==> src/rtl/shift_pulse_driver.sv <==
// shift_pulse_driver: times up/down shift solenoid pulses with a post-pulse holdoff.
// Define SHIFT_DROP_CNT_EN to add drop_count, a saturating count of requests dropped while busy.
module shift_pulse_driver #(
  parameter int CNT_W          = 32,
  parameter int NORMAL_CYCLES  = 5000000,
  parameter int NEUTRAL_CYCLES = 2500000,
  parameter int HOLDOFF_CYCLES = 2500000
) (
  input  logic       clk,
  input  logic       rst_n,
  input  logic       up_req,
  input  logic       down_req,
  input  logic       half,
  input  logic       abort,
  output logic       up_out,
  output logic       down_out,
  output logic       busy,
  output logic       done,
  output logic       conflict
`ifdef SHIFT_DROP_CNT_EN
  ,
  output logic [7:0] drop_count
`endif
);
  if ((NORMAL_CYCLES >> CNT_W) != 0 || (NEUTRAL_CYCLES >> CNT_W) != 0 ||
      (HOLDOFF_CYCLES >> CNT_W) != 0) begin : g_len_check
    $error("shift_pulse_driver: a cycle length does not fit in CNT_W bits");
  end
  // zero-length pulses are stretched to one cycle
  localparam logic [CNT_W-1:0] NORM_L = CNT_W'(NORMAL_CYCLES == 0 ? 1 : NORMAL_CYCLES);
  localparam logic [CNT_W-1:0] NEU_L  = CNT_W'(NEUTRAL_CYCLES == 0 ? 1 : NEUTRAL_CYCLES);
  localparam logic [CNT_W-1:0] HOLD_L = CNT_W'(HOLDOFF_CYCLES);
  typedef enum logic [1:0] {IDLE, FIRE_UP, FIRE_DOWN, HOLDOFF} state_t;
  state_t state, state_nx;
  logic [CNT_W-1:0] cnt, cnt_nx;
  logic done_nx, conflict_nx;
  always_ff @(posedge clk or negedge rst_n)
    if (!rst_n) begin
      state    <= IDLE;
      cnt      <= '0;
      done     <= 1'b0;
      conflict <= 1'b0;
    end else begin
      state    <= state_nx;
      cnt      <= cnt_nx;
      done     <= done_nx;
      conflict <= conflict_nx;
    end
  always_comb begin
    state_nx    = state;
    cnt_nx      = cnt;
    done_nx     = 1'b0;
    conflict_nx = 1'b0;
    case (state)
      IDLE:
        if (up_req && down_req) conflict_nx = 1'b1;
        else if (up_req || down_req) begin
          state_nx = up_req ? FIRE_UP : FIRE_DOWN;
          cnt_nx   = half ? NEU_L : NORM_L;
        end
      FIRE_UP, FIRE_DOWN:
        if (abort || cnt <= CNT_W'(1)) begin
          done_nx  = 1'b1;
          state_nx = HOLDOFF_CYCLES == 0 ? IDLE : HOLDOFF;
          cnt_nx   = HOLD_L;
        end else cnt_nx = cnt - CNT_W'(1);
      HOLDOFF:
        if (cnt <= CNT_W'(1)) begin
          state_nx = IDLE;
          cnt_nx   = '0;
        end else cnt_nx = cnt - CNT_W'(1);
      default: state_nx = IDLE;
    endcase
  end
  // outputs decode straight from the async-reset state register, so reset kills them instantly
  assign up_out   = state == FIRE_UP;
  assign down_out = state == FIRE_DOWN;
  assign busy     = state != IDLE;
`ifdef SHIFT_DROP_CNT_EN
  always_ff @(posedge clk or negedge rst_n)
    if (!rst_n) drop_count <= '0;
    else if ((up_req || down_req) && busy && drop_count != 8'hff) drop_count <= drop_count + 8'd1;
`endif
endmodule

==> config.mk <==
export PLATFORM = sky130hd
export DESIGN_NAME = shift_pulse_driver
export DESIGN_NICKNAME = d
export VERILOG_FILES = /design/src/rtl/shift_pulse_driver.sv
export SDC_FILE = /design/constraint.sdc
export NUM_CORES = 1
export LEC_CHECK = 0
export CORE_ASPECT_RATIO = 1.4
export CORE_MARGIN = 3
export CORE_UTILIZATION = 35
export CTS_CLUSTER_DIAMETER = 120
export CTS_CLUSTER_SIZE = 20
export DETAILED_ROUTE_END_ITERATION = 7
export HOLD_SLACK_MARGIN = 0.15
export PLACE_DENSITY_LB_ADDON = 0.12
export SLEW_MARGIN = 15
export SYNTH_ARGS = -nofsm -noshare
export SYNTH_HDL_FRONTEND = slang
export SYNTH_SLANG_ARGS = --single-unit
==> constraint.sdc <==
create_clock -name clk -period 2.8 [get_ports clk]
set_input_delay 0.28 -clock clk [delete_from_list [all_inputs] [get_ports clk]]
set_output_delay 0.28 -clock clk [all_outputs]
set_load 0.03 [all_outputs]
# After elaboration in Yosys (flattened, before gate mapping)
# Index checks and enable logic that the tools add are counted.
# op_classes
n_addsub	1
reduce_logical	8
mux	16
eq_ne	7
order_cmp	1
# ops
cell	count
2-to-1 mux 32 bit	4
case mux 32 bit (3 select lines)	1
<= comparator 32 x 1 -> 1 bit (second input constant)	1
subtractor 32 x 1 -> 32 bit (second input constant)	1
2-to-1 mux 23 bit	1
2-to-1 mux 2 bit	5
!= test 2 bit (second input constant)	4
case mux 2 bit (3 select lines)	1
== test 2 bit (second input constant)	2
2-to-1 mux 1 bit	4
AND reduction 4 bit	1
== test 2 x 1 -> 1 bit (second input constant)	1
logical NOT 2 bit	1
logical OR 1 bit	2
AND reduction 2 bit	1
nonzero test 2 bit	1
OR reduction 2 bit	1
logical AND 1 bit	1
# word_totals
out_inout_bits	5
ff_bits	36
wordCells	37

# Longest topological paths before layout
# logic_depth
ltp_word	4
mapped_depth	8
ltp_nobuf	7

# Worst setup path after synthesis
# No wires, ideal clock.
# synth_timing
path_kind	flip-flop to flip-flop
startpoint	register cnt[24]
endpoint	register cnt[22]
slack_ns	0.233
required_time_ns	2.676
path_buffers	2
path_stages_with_launch	8
arrival_ns	2.443
period_less_slack_ns	2.567
cell_sequence	dfrtp_1 -> or4_1 -> or3_1 -> buf_6 -> o41a_1 -> buf_6 -> a31o_1 -> a211o_1
# synth_via
elab_chain_len	4
word_cells_on_any_way	5
# synth_rtl
item	line	rtl
from (decl)	35	logic [CNT_W-1:0] cnt, cnt_nx;
from (signal assigned)	45	cnt <= cnt_nx;
<= comparator 32 x 1 -> 1 bit (*)	62, 68	
logical OR 1 bit	62	if (abort || cnt <= CNT_W'(1)) begin
2-to-1 mux 32 bit	62	
case mux 32 bit (3 select lines) (*)	54	case (state)
# Every way passes the cells marked *; elsewhere a longest branch is shown, timed or not.
# A chain may end at the register's enable or synchronous reset.

# Worst setup path after layout
# layout_timing
startpoint	register cnt[26]
endpoint	register cnt[9]
# The elaborated chain is that of the path after synthesis.

==> impl_metrics.ini <==
[finish]
mostFrequentLayoutCells = 36 x dfrtp_1, 25 x buf_4, 23 x nor2_1
antenna_cells = 0
multiInputGateArea_um2 = 1340
final_cells = 362
layout.nets = 301
mostFrequentLayoutCell = dfrtp_1
syn2layout_area_growth_pct = 18.0
regArea_um2 = 901
final_layout_size_suffix_gt1_share_pct = 15.9
final.fill_count = 630

[grt]
antenna_found_initial = 0
grt_util_met2_pct = 35.4
grt_pass1_vias = 2197
top_usage_layer = met2
grt_max_degree = 37
grt_pass1_wl_um = 11800
grt_overflow = 0
grt_use_met3_pct = 2.42
gr-usage-met1_pct = 25.3
grt.total_usage_pct = 20.4

[floorplanning]
core-area_um2 = 6380
placement_rows = 34
initial_core_util_pct = 37.2
ios = 11
dieArea_um2 = 7810
dieHeight_um = 103
die_x_um = 75.6

[placed_design]
dp_cells = 353
dp_slack_ns = 0.116
gp_congestion = 0.818
dp_hpwl_um = 5190
port_buffers = 10

[sta]
slew_headroom_pct = 41.2
skew_ns = 0.00930
setup_viol = 0
max_freq_mhz = 378
min_period_over_period_pct = 94.5
hold_viol_final = 0
worst_slew_pin_slew_ns = 0.882
rsz0062_at_grt = no
min_period_ns = 2.65
final.setup.tns_ns = 0
timing.final.ws_setup_ns = 0.154
maxSlewViolCount = 0

[routing]
drt_drc_violations_left = 0
final_antenna_net_count = 0
avgViaCountPerCell = 6.14
wl_per_cell_um = 20.0
drtIter0Drc = 147
first_pass_iters = 4
drt_wl_total_um = 7240
vias = 2222

[power]
p_seq_share_pct = 24.7
swShare_pct = 47.1
max-vdd-ir-drop_uv = 483
power_density_nw_per_um2 = 1300
p_switching_w = 0.00172
leakagePower_nw = 1.16
power.internal_w = 0.00193
combPwrFrac_pct = 61.1
clkPwrFrac_pct = 14.2

[clock_network]
clk_path_buf_depth = 2
cts.htree.levels = 2
clkLatencyLatePin_ns = 0.30
numCtsBuffers = 5
clock-sinks = 36
cts_root_buffer = clkbuf_8
cts_tree = yes
path_clk_slew_ns = 0.08
postCtsSetupBuffers = 0

[worst_setup_path]
timing.critical_path.cells = or4_4 -> or3_1 -> o41a_1 -> a31o_2 -> a221o_1
end_kind = flop
rrSetupSlack_ns = 0.15
cp_max_fo = 6
path_class = flop to flop
startpoint_type = flop
crit_required_ns = 2.98
worst_path_max_delay_cell = or4_4
max_stage_delay_ns = 0.57
critPathArrivalTime_ns = 2.83

[synthesis]
synth-seq-cells = 36
synth-edff-count = 0
synthFlopType = dfrtp_1
synth_top_family_by_area = compound AO/OA/AOI/OAI gates
synthMuxAreaShare_pct = 0
yosys.area_share.simple_pct = 25.1
yosysWarnings = 0
synth_area_um2 = 2370
synth_fa_ha_area_share_pct = 3.17
ys_seq_area_share_pct = 38.0
synth_cells = 262
avgSynthCellArea_um2 = 9.05
synth-xor-area-share_pct = 1.48
synth_compound_area_share_pct = 26.2
syn-num-nets = 274
async_flop_share_pct = 100
synth.distinct_cells = 51

[outcome]
status = complete, no violations

[min_path]
hp-class = flop to flop

[run]
cap_violations = 0
-- routing by layer --
| metal | routed length [µm] | up-vias |
|---|---|---|
| met5 | 0 | - |
| met4 | 174 | 0 |
| met3 | 179 | 13 |
| met2 | 3760 | 46 |
| met1 | 3120 | 1086 |
| li1 | - | 1077 |
-- repair_timing --
action	4_1_cts	5_1_grt
hold endpoints to repair	36	0
hold buffers	1	0
endpoints found under the setup margin	0	3
resized for setup	0	2
-- cell type report --
class	count	share of cell area, %
flip-flops and latches	36	32.2
repair buffers	36	10.5
clock inverters	1	1.07
clock buffers	7	3.44
multi-input cells	196	47.7
inverters	14	1.88
well taps	72	3.22
-- power groups by stage --
stage	logic, W	clock network, W	registers, W
5_1_grt	0.00247	0.000548	0.000934
3_5_place_dp	0.00219	0	0.000909
3_3_place_gp	0.00220	0	0.000904
4_1_cts	0.00220	0.000532	0.000898
2_1_floorplan	0.00151	0	0.000867
6_report	0.00223	0.000520	0.000900
-- Yosys cell counts, types with 2 or more instances --
cell type	n	area, µm²
a211o_1	3	26.3
a211oi_1	7	52.6
a21oi_1	7	35.0
a221o_1	2	20.0
a221oi_1	6	52.6
a22o_1	2	17.5
a31oi_1	11	68.8
and3_1	2	12.5
buf_2	2	10.0
buf_6	4	45.0
clkbuf_1	10	37.5
dfrtp_1	36	901
ha_1	6	75.1
inv_1	13	48.8
nand2_1	11	41.3
nand2b_1	3	18.8
nand3_1	9	45.0
nand4_1	6	37.5
nor2_1	23	86.3
nor2b_1	3	18.8
nor3_1	19	95.1
nor4_1	8	50.1
nor4b_1	2	17.5
o211ai_1	2	15.0
o21ai_0	11	55.1
o2bb2ai_1	3	26.3
o311a_1	2	20.0
o311ai_0	2	17.5
o31ai_1	7	52.6
o41a_1	2	22.5
o41ai_4	2	55.1
or2_2	2	12.5
or3_1	6	37.5
or4_1	8	60.1
or4_4	2	22.5
xnor2_1	3	26.3
-- critical path: cells and delay by family, from the launching register on --
kind,cells,cell delay (ns)
flip-flops,1,0.41
AO/OA/AOI/OAI,3,1.07
AND/OR/NAND/NOR,2,1.05
-- state kept, by name (all words and copies together), names as in the netlist --
register / flops
conflict: 1
done: 1
state: 2
cnt: 32
-- final timing paths --
kind,from,to,depth (start not counted)
max,cnt[26]$_DFFE_PN0P_,cnt[9]$_DFFE_PN0P_,5
min,cnt[15]$_DFFE_PN0P_,cnt[15]$_DFFE_PN0P_,1
max reg2reg,cnt[26]$_DFFE_PN0P_,cnt[9]$_DFFE_PN0P_,5
min reg2reg,cnt[15]$_DFFE_PN0P_,cnt[15]$_DFFE_PN0P_,1
max in group asynchronous,rst_n,cnt[4]$_DFFE_PN0P_,2
min in group asynchronous,rst_n,cnt[29]$_DFFE_PN0P_,2
-- cells by family after synthesis --
group,after synthesis
AOI/OAI and AO/OA,79
DFF,36
xor gates and xnor gates,4
and+or+nand+nor,107
buffers and inverters,30
adders and majority gates,6
-- through the flow --
| step | power, W | hold WS (ns) | util (%) | instance area, µm² |
|---|---|---|---|---|
| 2_1_floorplan | 0.00237 | -0.0156 | - | 2370 |
| 3_3_place_gp | 0.00310 | 0.439 | 41.5 | 2650 |
| 3_5_place_dp | 0.00310 | 0.445 | 41.5 | 2650 |
| 4_1_cts | 0.00363 | 0.516 | 43.7 | 2790 |
| 5_1_grt | 0.00395 | 0.539 | 43.9 | 2800 |
| 6_report | 0.00365 | 0.534 | 43.9 | 2800 |
(Power assumes the default switching activity.)
